===== src/rtl/branch_history_manager_if.sv =====
// Handshake/bus bundle for branch_history_manager: fetch and resolve inputs,
// speculative history, table-update outputs and occupancy status.
interface branch_history_manager_if #(
    parameter int GHR_W = 3,
    parameter int DEPTH = 4
);
    localparam int CW = $clog2(DEPTH + 1);

    logic             fetch_branch;
    logic             fetch_pred;
    logic             resolve_valid;
    logic             resolve_taken;
    logic [GHR_W-1:0] GHR;
    logic [GHR_W-1:0] pht_GHR;
    logic             pht_taken;
    logic             pht_update;
    logic             mispredict;
    logic             inflight_full;
    logic [CW-1:0]    inflight_count;
    logic [7:0]       mispredict_cnt;

    // Design side
    modport slave (
        input  fetch_branch, fetch_pred, resolve_valid, resolve_taken,
        output GHR, pht_GHR, pht_taken, pht_update, mispredict,
               inflight_full, inflight_count, mispredict_cnt
    );

    // Fetch/resolve/table side
    modport master (
        output fetch_branch, fetch_pred, resolve_valid, resolve_taken,
        input  GHR, pht_GHR, pht_taken, pht_update, mispredict,
               inflight_full, inflight_count, mispredict_cnt
    );
endinterface


===== src/rtl/branch_history_manager.sv =====
// branch_history_manager: speculative global history register plus an in-order
// checkpoint FIFO of (history, prediction) for every in-flight branch. On
// resolve it emits the table update one cycle later, detects mispredicts and
// restores the history from the checkpoint.
// Optional: define BRANCH_HISTORY_MISPREDICT_CNT_EN for a saturating 8-bit
// mispredict counter; otherwise mispredict_cnt is tied to zero.
module branch_history_manager #(
    parameter int GHR_W = 3,
    parameter int DEPTH = 4
) (
    input  logic                   clk,
    input  logic                   reset,
    branch_history_manager_if.slave bus
);
    localparam int CW = $clog2(DEPTH + 1);
    localparam int PW = $clog2(DEPTH);

    // Checkpoint storage; contents are only meaningful between rd and wr
    logic [GHR_W-1:0] fifo_ghr_q  [DEPTH];
    logic             fifo_pred_q [DEPTH];

    logic [GHR_W-1:0] ghr_q, ghr_d;
    logic [PW-1:0]    wr_q, wr_d;
    logic [PW-1:0]    rd_q, rd_d;
    logic [CW-1:0]    cnt_q, cnt_d;
    logic [GHR_W-1:0] pht_ghr_q, pht_ghr_d;
    logic             pht_taken_q, pht_taken_d;
    logic             pht_update_q, mispredict_q;

    logic             pop, push, flush;
    logic [GHR_W-1:0] head_ghr;
    logic             head_pred;

    assign head_ghr  = fifo_ghr_q[rd_q];
    assign head_pred = fifo_pred_q[rd_q];

    // A mispredict discards the wrong-path fetch arriving in the same cycle
    assign pop   = bus.resolve_valid && (cnt_q != '0);
    assign flush = pop && (head_pred != bus.resolve_taken);
    assign push  = bus.fetch_branch && ((cnt_q < CW'(DEPTH)) || pop) && !flush;

    // Next-state: history repair on flush, speculative shift on push
    always_comb begin
        ghr_d       = ghr_q;
        wr_d        = wr_q;
        rd_d        = rd_q;
        cnt_d       = cnt_q;
        pht_ghr_d   = pht_ghr_q;
        pht_taken_d = pht_taken_q;

        if (pop) begin
            rd_d        = rd_q + PW'(1);
            pht_ghr_d   = head_ghr;
            pht_taken_d = bus.resolve_taken;
        end

        if (flush) begin
            ghr_d = {head_ghr[GHR_W-2:0], bus.resolve_taken};
            wr_d  = rd_q + PW'(1);
            cnt_d = '0;
        end else begin
            if (push) begin
                ghr_d = {ghr_q[GHR_W-2:0], bus.fetch_pred};
                wr_d  = wr_q + PW'(1);
            end
            cnt_d = cnt_q + CW'(push) - CW'(pop);
        end
    end

    // Control and output registers
    always_ff @(posedge clk or posedge reset) begin
        if (reset) begin
            ghr_q        <= '0;
            wr_q         <= '0;
            rd_q         <= '0;
            cnt_q        <= '0;
            pht_ghr_q    <= '0;
            pht_taken_q  <= 1'b0;
            pht_update_q <= 1'b0;
            mispredict_q <= 1'b0;
        end else begin
            ghr_q        <= ghr_d;
            wr_q         <= wr_d;
            rd_q         <= rd_d;
            cnt_q        <= cnt_d;
            pht_ghr_q    <= pht_ghr_d;
            pht_taken_q  <= pht_taken_d;
            pht_update_q <= pop;
            mispredict_q <= flush;
        end
    end

    // Checkpoint write: history before the shift plus the prediction used
    always_ff @(posedge clk) begin
        if (push) begin
            fifo_ghr_q[wr_q]  <= ghr_q;
            fifo_pred_q[wr_q] <= bus.fetch_pred;
        end
    end

`ifdef BRANCH_HISTORY_MISPREDICT_CNT_EN
    logic [7:0] mcnt_q;

    // Saturating mispredict counter
    always_ff @(posedge clk or posedge reset) begin
        if (reset) begin
            mcnt_q <= '0;
        end else if (flush && (mcnt_q != 8'hFF)) begin
            mcnt_q <= mcnt_q + 8'd1;
        end
    end

    assign bus.mispredict_cnt = mcnt_q;
`else
    assign bus.mispredict_cnt = 8'd0;
`endif

    assign bus.GHR            = ghr_q;
    assign bus.pht_GHR        = pht_ghr_q;
    assign bus.pht_taken      = pht_taken_q;
    assign bus.pht_update     = pht_update_q;
    assign bus.mispredict     = mispredict_q;
    assign bus.inflight_count = cnt_q;
    assign bus.inflight_full  = (cnt_q == CW'(DEPTH));

endmodule


===== src/flat_wrapper.sv =====
// flat-port wrapper written by rule: the top's interface ports become plain ports
module branch_history_manager_flat 
#(
    parameter int GHR_W = 3,
    parameter int DEPTH = 4
)
  (clk, reset, bus_fetch_branch, bus_fetch_pred, bus_resolve_valid, bus_resolve_taken, bus_GHR, bus_pht_GHR, bus_pht_taken, bus_pht_update, bus_mispredict, bus_inflight_full, bus_inflight_count, bus_mispredict_cnt);
  branch_history_manager_if #(.GHR_W(GHR_W), .DEPTH(DEPTH)) bus_i ();
  input  logic clk;
  input  logic reset;
  input wire logic [$bits(bus_i.fetch_branch)-1:0] bus_fetch_branch;
  input wire logic [$bits(bus_i.fetch_pred)-1:0] bus_fetch_pred;
  input wire logic [$bits(bus_i.resolve_valid)-1:0] bus_resolve_valid;
  input wire logic [$bits(bus_i.resolve_taken)-1:0] bus_resolve_taken;
  output wire logic [$bits(bus_i.GHR)-1:0] bus_GHR;
  output wire logic [$bits(bus_i.pht_GHR)-1:0] bus_pht_GHR;
  output wire logic [$bits(bus_i.pht_taken)-1:0] bus_pht_taken;
  output wire logic [$bits(bus_i.pht_update)-1:0] bus_pht_update;
  output wire logic [$bits(bus_i.mispredict)-1:0] bus_mispredict;
  output wire logic [$bits(bus_i.inflight_full)-1:0] bus_inflight_full;
  output wire logic [$bits(bus_i.inflight_count)-1:0] bus_inflight_count;
  output wire logic [$bits(bus_i.mispredict_cnt)-1:0] bus_mispredict_cnt;
  assign bus_i.fetch_branch = bus_fetch_branch;
  assign bus_i.fetch_pred = bus_fetch_pred;
  assign bus_i.resolve_valid = bus_resolve_valid;
  assign bus_i.resolve_taken = bus_resolve_taken;
  assign bus_GHR = bus_i.GHR;
  assign bus_pht_GHR = bus_i.pht_GHR;
  assign bus_pht_taken = bus_i.pht_taken;
  assign bus_pht_update = bus_i.pht_update;
  assign bus_mispredict = bus_i.mispredict;
  assign bus_inflight_full = bus_i.inflight_full;
  assign bus_inflight_count = bus_i.inflight_count;
  assign bus_mispredict_cnt = bus_i.mispredict_cnt;
  branch_history_manager #(.GHR_W(GHR_W), .DEPTH(DEPTH)) u_core (.clk(clk), .reset(reset), .bus(bus_i));
endmodule

===== config.mk =====
export PLATFORM = sky130hd
export DESIGN_NAME = branch_history_manager_flat
export DESIGN_NICKNAME = d
export VERILOG_FILES = /design/src/rtl/branch_history_manager_if.sv /design/src/rtl/branch_history_manager.sv /design/src/flat_wrapper.sv
export SDC_FILE = /design/constraint.sdc
export NUM_CORES = 1
export LEC_CHECK = 0
export ABC_CLOCK_PERIOD_IN_PS = 6860
export CAP_MARGIN = 10
export CORE_MARGIN = 4
export CORE_UTILIZATION = 35
export CTS_CLUSTER_SIZE = 16
export DETAILED_ROUTE_END_ITERATION = 7
export PLACE_DENSITY_LB_ADDON = 0.15
export SKIP_CTS_REPAIR_TIMING = 1
export SYNTH_ARGS = -nofsm -noshare
export SYNTH_HDL_FRONTEND = slang
export SYNTH_SLANG_ARGS = --single-unit

===== constraint.sdc =====
create_clock -name clk -period 6.86 [get_ports clk]
set_clock_uncertainty 0.1 [all_clocks]
set_input_delay 0.686 -clock clk [delete_from_list [all_inputs] [get_ports clk]]
set_output_delay 0.686 -clock clk [all_outputs]
set_load 0.005 [all_outputs]

==> flow_summary.toml <==
[global_route]
grt_pass1_wl_um = 4400
gr-total-overflow = 0
grt_max_degree = 17
grt_pass1_vias = 863
antenna_found_initial = 0
track_usage = 0.111

[drt]
num_vias = 853
drcViolationCount = 0
drt_iter0_drc = 54
routed.top_layer = "met4"
met2WireLength_um = 1270
drt-total-wl_um = 2650
drt-met1-wl_um = 1180
ant_nets = 0
first_pass_iters = 4
post_drt_wl_per_cell_um = 14.3
met3WireLength_um = 142
vias_per_cell = 4.61

[sta]
rsz0062_at_grt = "no"
finalCritPeriodShare = 0.449
drv_slew = 0
max_clock_freq_ghz = 0.325
finalSetupTns_ns = 0
timing.slew.headroom = 0.550
layout_min_cycle_time_ns = 3.08
worst_pin_slew_ns = 0.674
holdWs_ns = 0.369
hold_viol_final = 0
setup_viol = 0

[placement]
port_buffers = 18
post-place-cells = 177
gp_congestion = 0.705
dpl.hpwl_um = 1960

[synth]
synth.area.top_cells = "edfxtp_1, dfrtp_1, mux4_1"
synth_edf_count = 16
synth_cell_types = 28
synthesis.area_um2 = 1550
ys_top_cells_by_count = "dfrtp_1, edfxtp_1, nand2_1"
ys_ff_latch = 32
ys_seq_area_frac = 0.570
synth_top_area_cell = "edfxtp_1"
synth_ff_type = "edfxtp_1"
synth_top_area_frac = 0.311
async_flop_share = 0.500
yosysWarnings = 0
synth_cells = 113
syn_area_per_cell_um2 = 13.7

[floorplan]
fp.dieW_um = 74.5
die_h_um = 74.5
row_count = 23
io_pins = 27
die_area_um2 = 5550
start_util = 0.373
core_area_um2 = 4140

[status]
status = "finished, final reports clean"

[finish]
layout-drive-gt1-share = 0.148
fin_util = 0.440
syn_to_final_growth_pct = 17.8
n_antenna_cell = 0
finalNetCount = 147
final_cells = 185

[clocking]
insertion_delay_ns = 0.28
cts_max_level = 2
cts.sinks = 32
cts_tree = "built"
clock-root-buffer = "clkbuf_8"
clock_path_buffers = 2
cts.clk_slew.worst_paths_ns = 0.06
cts_made_buffers = 5

[setup_path]
crit_path_start_kind = "flip-flop"
worstPathArrival_ns = 3.11
path_delay_family = "simple AND/OR/NAND/NOR gates"
slowest_stage = "mux4_2"
critPathMaxStageDelay_ns = 0.61
worstPathCellList = "mux4_2, xnor2_1, nor2_2, nor2_1, ha_1, inv_1, fa_1, xor2_1, xnor2_1, nor2_1"
end_kind = "flip-flop"
critPathKind = "flip-flop to flip-flop"
cp_num_buf_inv = 1
cp.required_ns = 6.90
cp_max_fo = 13

[power]
powerDensity_nw_per_um2 = 439
p_total_uw = 799
max-vdd-ir-drop_uv = 197
leakagePower_nw = 0.748

[worst_hold_path]
hold_class = "flip-flop to flip-flop"

[job]
drv_cap = 0
==> cell families (layout without fill, tap and decap cells) <==
logic type / Yosys count / in the layout / share of synthesized area
AOI/OAI and AO/OA: 8 / 8 / 0.0396
xor gates and xnor gates: 7 / 7 / 0.0396
adders and majority gates: 7 / 7 / 0.0615
buffers and inverters: 22 / 37 / 0.0833
DFF: 32 / 32 / 0.570
muxes: 10 / 10 / 0.107
other: 1 / 8 / 0.00242
and+or+nand+nor: 26 / 26 / 0.0971
==> routing by layer <==
layer,up-vias,track usage
met3,8,0.0324
met5,-,0
met2,22,0.177
met1,414,0.137
met4,0,0.0534
li1,409,-
==> stage by stage <==
stage | worst slack (ns) | area [µm²]
after floorplan | 4.30 | 1570
after global placement | 3.80 | 1730
final | 3.78 | 1820
after CTS | 3.72 | 1820
after detailed placement | 3.71 | 1730
after global routing | 3.56 | 1820
==> layout make-up <==
class                           count  area [µm²]
Sequential cell                    32         881
Fill cell                         395        2320
Inverter                           10        37.5
Clock buffer                        8        90.1
Multi-Input combinational cell     66         563
Tap cell                           50        62.6
Timing Repair Buffer               19         188
==> placed cells by master, fill, tap and decap left out <==
master           instances
clkdlybuf4s50_1         18
dfrtp_1                 16
edfxtp_1                16
nand2_1                 13
inv_1                   10
conb_1                   8
xnor2_1                  6
ha_1                     6
clkbuf_8                 6
o21ai_0                  5
nor3b_2                  4
mux2i_1                  3
mux4_1                   3
nor2_1                   3
mux2_2                   3
o211ai_1                 2
clkbuf_1                 2
o31ai_4                  1
mux4_2                   1
nor2_2                   1
nor2b_1                  1
and2_2                   1
or2_2                    1
and2b_2                  1
nor3_1                   1
xor2_1                   1
fa_1                     1
buf_4                    1
==> tightest hold or removal path, delay by kind of cell (launching register included) <==
kind | cells | cell delay (ns)
flip-flops | 1 | 0.34
AND/OR/NAND/NOR | 2 | 0.10
==> report_power, final <==
group	leakage, nW	internal, mW	total [mW]	switching (mW)
Sequential	0.336	0.281	0.348	0.0664
Clock	0.0455	0.0817	0.145	0.0636
Combinational	0.366	0.176	0.306	0.129
Total	0.748	0.540	0.799	0.259
==> flip-flops by register name, summed over array words and instances, names as in the netlist, 2 cells and up <==
signal	cells
u_core.rd_q	2
u_core.bus.inflight_count	3
u_core.bus.pht_GHR	3
u_core.wr_q	2
u_core.fifo_ghr_q	12
u_core.fifo_pred_q	4
u_core.bus.GHR	3
==> final timing paths <==
check                                      startpoint                            to  slack, ns  cells after the start
worst max-delay path                   u_core.rd_q[0]  u_core.bus.inflight_count[2]       3.78                     10
worst min register to register  u_core.bus.pht_GHR[0]         u_core.bus.pht_GHR[0]       0.37                      2
min in group asynchronous                       reset         u_core.bus.pht_update       0.68                      2
worst max register to register         u_core.rd_q[0]  u_core.bus.inflight_count[2]       3.78                     10
max in group asynchronous                       reset             u_core.bus.GHR[0]       5.58                      2
worst min-delay path            u_core.bus.pht_GHR[0]         u_core.bus.pht_GHR[0]       0.37                      2
No activity file was read; power rests on OpenSTA's default activity.
